===== src/rtl/mac_seq_ctrl.sv =====
// -----------------------------------------------------------------------------
// mac_seq_ctrl
//
// Purpose:
//   Sequencer for a shared 4x4 multiply/accumulate datapath. After a start
//   request it accepts len operand pairs, at most one per cycle, and adds up
//   their products. It then presents the total to the consumer and holds it
//   until the consumer takes it. The two-pair case computes A*B + C*D.
//
// Configuration macro:
//   MAC_SAT_EN  undefined (default): the accumulator wraps mod 2**ACC_W.
//               defined: on the first overflow the accumulator clamps to
//               2**ACC_W-1 and stays there for the rest of the run.
//               out_ovf_o is a sticky overflow flag in both builds.
//
// Ports:
//   clk          clock, rising edge
//   rst          asynchronous reset, active high
//   start_i      begin a run (sampled only in IDLE)
//   len_i        number of operand pairs, sampled together with start_i
//   busy_o       high whenever the controller is not idle
//   in_valid_i   operand pair valid
//   in_ready_o   controller accepts a pair this cycle (RUN state)
//   in_a_i       multiplicand, unsigned 4 bit
//   in_b_i       multiplier, unsigned 4 bit
//   out_valid_o  result valid (DONE state)
//   out_ready_i  consumer takes the result
//   out_sum_o    accumulated sum
//   out_ovf_o    sticky: the sum exceeded 2**ACC_W-1 during the run
// -----------------------------------------------------------------------------

module mac_seq_ctrl #(
    parameter int unsigned CNT_W = 4,
    parameter int unsigned ACC_W = 9    // must be >= 8 so that one product fits
) (
    input  logic             clk,
    input  logic             rst,
    input  logic             start_i,
    input  logic [CNT_W-1:0] len_i,
    output logic             busy_o,
    input  logic             in_valid_i,
    output logic             in_ready_o,
    input  logic [3:0]       in_a_i,
    input  logic [3:0]       in_b_i,
    output logic             out_valid_o,
    input  logic             out_ready_i,
    output logic [ACC_W-1:0] out_sum_o,
    output logic             out_ovf_o
);

    localparam int unsigned PadW = ACC_W + 1 - 8;

    typedef enum logic [1:0] {
        StIdle = 2'b00,
        StRun  = 2'b01,
        StDone = 2'b10
    } state_e;

    state_e             state_q, state_d;
    logic [ACC_W-1:0]   acc_q, acc_d;
    logic               ovf_q, ovf_d;
    logic [CNT_W-1:0]   rem_q, rem_d;

    logic [7:0]         prod;
    logic [ACC_W:0]     sum_ext;
    logic               hs;

    // The product is computed at full 8-bit width and the sum one bit wider
    // than the accumulator, so its top bit is the overflow indicator.
    assign prod    = {4'b0000, in_a_i} * {4'b0000, in_b_i};
    assign sum_ext = {1'b0, acc_q} + {{PadW{1'b0}}, prod};
    assign hs      = in_valid_i && (state_q == StRun);

    // Next-state logic.
    always_comb begin
        state_d = state_q;
        acc_d   = acc_q;
        ovf_d   = ovf_q;
        rem_d   = rem_q;

        case (state_q)
            StIdle: begin
                if (start_i) begin
                    acc_d = '0;
                    ovf_d = 1'b0;
                    if (len_i != '0) begin
                        rem_d   = len_i;
                        state_d = StRun;
                    end else begin
                        // Empty run: report a zero sum straight away.
                        state_d = StDone;
                    end
                end
            end

            StRun: begin
                if (hs) begin
                    rem_d = rem_q - CNT_W'(1);
                    if (sum_ext[ACC_W]) begin
                        ovf_d = 1'b1;
                    end
`ifdef MAC_SAT_EN
                    // Once clamped, keep the maximum until the run ends.
                    if (sum_ext[ACC_W] || ovf_q) begin
                        acc_d = '1;
                    end else begin
                        acc_d = sum_ext[ACC_W-1:0];
                    end
`else
                    acc_d = sum_ext[ACC_W-1:0];
`endif
                    if (rem_q == CNT_W'(1)) begin
                        state_d = StDone;
                    end
                end
            end

            StDone: begin
                // start_i is deliberately not looked at here, even in the
                // hand-off cycle; the requester re-asserts it in IDLE.
                if (out_ready_i) begin
                    state_d = StIdle;
                end
            end

            default: begin
                state_d = StIdle;
            end
        endcase
    end

    // State registers.
    always_ff @(posedge clk or posedge rst) begin
        if (rst) begin
            state_q <= StIdle;
            acc_q   <= '0;
            ovf_q   <= 1'b0;
            rem_q   <= '0;
        end else begin
            state_q <= state_d;
            acc_q   <= acc_d;
            ovf_q   <= ovf_d;
            rem_q   <= rem_d;
        end
    end

    // Outputs decode registers only; no path from in_* to out_*.
    assign busy_o      = (state_q != StIdle);
    assign in_ready_o  = (state_q == StRun);
    assign out_valid_o = (state_q == StDone);
    assign out_sum_o   = acc_q;
    assign out_ovf_o   = ovf_q;

endmodule


===== config.mk =====
export PLATFORM = sky130hd
export DESIGN_NAME = mac_seq_ctrl
export DESIGN_NICKNAME = d
export VERILOG_FILES = /design/src/rtl/mac_seq_ctrl.sv
export SDC_FILE = /design/constraint.sdc
export NUM_CORES = 1
export LEC_CHECK = 0
export CAP_MARGIN = 25
export CELL_PAD_IN_SITES_DETAIL_PLACEMENT = 1
export CELL_PAD_IN_SITES_GLOBAL_PLACEMENT = 1
export CORE_ASPECT_RATIO = 0.9
export CORE_MARGIN = 1
export CORE_UTILIZATION = 51
export CTS_CLUSTER_DIAMETER = 60
export DETAILED_ROUTE_END_ITERATION = 10
export DONT_BUFFER_PORTS = 1
export GPL_TIMING_DRIVEN = 0
export PLACE_DENSITY_LB_ADDON = 0.1
export SLEW_MARGIN = 20
export SYNTH_ARGS = -nofsm -noshare
export SYNTH_HDL_FRONTEND = slang
export SYNTH_SLANG_ARGS = --single-unit

===== constraint.sdc =====
create_clock -name clk -period 5.25 [get_ports clk]
set_input_delay 0.7875 -clock clk [delete_from_list [all_inputs] [get_ports clk]]
set_output_delay 0.7875 -clock clk [all_outputs]
set_load 0.02 [all_outputs]

==> impl_metrics.tcl <==
set metrics [dict create \
    crit_path_start_kind "input port" \
    syn2layout_area_growth_pct 4.84 \
    die_h_um 53.4 \
    fillers 341 \
    portBuffers 0 \
    fmax_mhz 290 \
    p_per_area_mw_per_mm2 457 \
    htreeDepth 1 \
    ys_seq_elements 16 \
    avgSynthCellArea_um2 9.14 \
    tightest_slew_ns 0.624 \
    hold_violations 0 \
    fin_crit_sh 0.658 \
    drc 0 \
    cap_violations 0 \
    grt_usage 0.238 \
    critPathCaptureType "flip-flop" \
    floorplan.rows 18 \
    ant_nets 0 \
    wl_um 3170 \
    dr_total_vias 1133 \
    cp_slowest_cell "fa_1" \
    fin_setup_tns_ns 0 \
    ioPinCount 30 \
    rsz0062_at_grt "false" \
    cts_tree "done" \
    cts_setup_buffers 0 \
    maxSlewViolCount 0 \
    initial_core_util 0.541 \
    dr.first_iter.drc_count 35 \
    coreArea_mm2 0.00277 \
    outcome "finished clean" \
    ys.warnings.count 0 \
    finalSetupViolations 0 \
    clock-sinks 16 \
    die_x_um 59.1 \
    post-place-ws_ns 1.48 \
    timing.slew.headroom 0.584 \
    leakage_nw 0.791 \
    place_hpwl_um 2610 \
    critPathArrivalTime_ns 3.63 \
    die_area_mm2 0.00316 \
    path_common_cell "fa_1" \
    crit_chain "nand2_1, fa_1, fa_1, fa_1, inv_1, ha_1, a21o_1, a21oi_1, o21ai_0, xnor2_1, o21ai_0" \
    cts_hold_buf 0 \
    synthesis.nets 210 \
    postLayoutSetupSlackWorst_ns 1.80 \
    grt_pass1_wl_um 5440 \
    min_period_ns 3.45 \
    required_ns 5.43 \
    critPathMaxFanout 4 \
    place_congestion 0.785 \
    antenna_found_initial 0 \
    path_clk_slew_ns 0.09 \
    cpPeakStageDelay_ns 0.52 \
    register_area_um2 400 \
    timing.hold.ws_ns 0.450 \
    crit_type "in2reg" \
    cts_root_buf "clkbuf_4" \
    grt_pass1_vias 1195 \
    numCtsBuffers 3 \
    synth_area_mm2 0.00150 \
    grt_overflow_total 0 \
    ir_drop_v 0.000224 \
    drive_above_1_share 0.0599 \
    hp-class "in2async" \
    wl_per_cell_um 15.3 \
    synth_cells 164 \
    seq_area_frac_synth 0.267 \
    fin_nets 215 \
    synthDistinctLibCells 31 \
    grt_max_degree 17 \
    clk-insertion-delay-late_ns 0.29 \
    cts_resized 0 \
    vias_per_cell 5.47 \
    multi_input_area_um2 978 \
    clk_path_buf_depth 2 \
    skew_ns 0.00953 \
    diodes 0 \
    dr.pass1.iters 4 \
]
cell families (layout without fill, tap and decap cells):
kind of cell,Yosys count,in the layout,synth area share
fa+ha+maj,29,29,0.287
buf+inv,29,32,0.0801
xor+xnor,6,6,0.0351
compound gates,41,41,0.187
simple gates,42,42,0.137
mux,1,1,0.00668
flops,16,16,0.267
registers in the layout, indices dropped and copies added, names as in the netlist:
register / count
out_ovf_o: 1
state_q: 2
out_sum_o: 9
rem_q: 4
path summary, 6_finish.rpt:
path	cells past startpoint	from	slack, ns	end
min reg2reg	2	rem_q[1]	0.51	rem_q[1]
min	1	rst	0.45	rem_q[1]
max reg2reg	9	out_sum_o[6]	2.67	out_sum_o[8]
min in group clk	2	rem_q[1]	0.51	rem_q[1]
max	11	in_a_i[0]	1.80	out_sum_o[7]
max in group asynchronous	1	rst	4.39	out_sum_o[4]
worst max-delay path, delay by kind of cell:
| family | cells | cell delay (ns) |
|---|---|---|
| buf+inv | 1 | 0.04 |
| xor+xnor | 1 | 0.17 |
| simple gates | 1 | 0.06 |
| compound gates | 4 | 0.69 |
| fa+ha+maj | 4 | 1.88 |
power by group:
group | switching (mW) | total (mW) | internal [mW]
sequential | 0.0719 | 0.240 | 0.168
combinational | 0.242 | 0.414 | 0.172
clock | 0.0374 | 0.0641 | 0.0267
final cells by class:
type / count / area share
sequential: 16 / 0.255
buffer: 2 / 0.0119
clock buffer: 3 / 0.0143
tap: 40 / 0.0318
multi-input combinational: 119 / 0.623
inverter: 27 / 0.0645
cells in the final DEF (no fill, tap or decap), types with 4 or more instances in the layout:
cell type and instances:
fa_1 9, inv_1 27, and2_1 12, xor2_1 4, o21ai_0 14, ha_1 20, dfrtp_1 16, a21oi_1 6
nand2_1 19, nor2_1 5
through the flow:
step	util	power (mW)	cells	cell area [um2]
after floorplan	-	0.567	164	1500
after global placement	0.559	0.632	204	1550
after detailed placement	0.559	0.656	204	1550
after CTS	0.567	0.725	207	1570
after global routing	0.567	0.800	207	1570
final	0.567	0.718	207	1570
synthesized netlist by cell type (all sizes together):
master | n | share of area
a31oi | 1 | 0.0042
inv | 27 | 0.068
a21oi | 8 | 0.032
o22a | 3 | 0.018
nor2 | 5 | 0.013
fa | 9 | 0.12
a211oi | 2 | 0.010
and2b | 1 | 0.0058
o21a | 2 | 0.010
or2 | 1 | 0.0042
a32o | 3 | 0.020
buf | 2 | 0.013
a21o | 3 | 0.020
nand2 | 19 | 0.048
and2 | 12 | 0.050
xor2 | 4 | 0.023
nor4 | 1 | 0.0042
or3 | 1 | 0.0042
ha | 20 | 0.17
nor2b | 2 | 0.0083
o211ai | 2 | 0.010
o21ai | 15 | 0.050
xnor2 | 2 | 0.012
mux2i | 1 | 0.0067
dfrtp | 16 | 0.27
o31ai | 2 | 0.013
routing by layer:
metal | vias to the layer above | part of all wire | wire [um] | track usage
li1 | 550 | - | - | -
met1 | 561 | 0.46 | 1450 | 0.319
met2 | 17 | 0.50 | 1590 | 0.384
met3 | 5 | 0.031 | 97 | 0.0538
met4 | 0 | 0.0085 | 27 | 0.0635
met5 | - | 0 | 0 | 0
No activity file was read; power rests on OpenSTA's default activity.
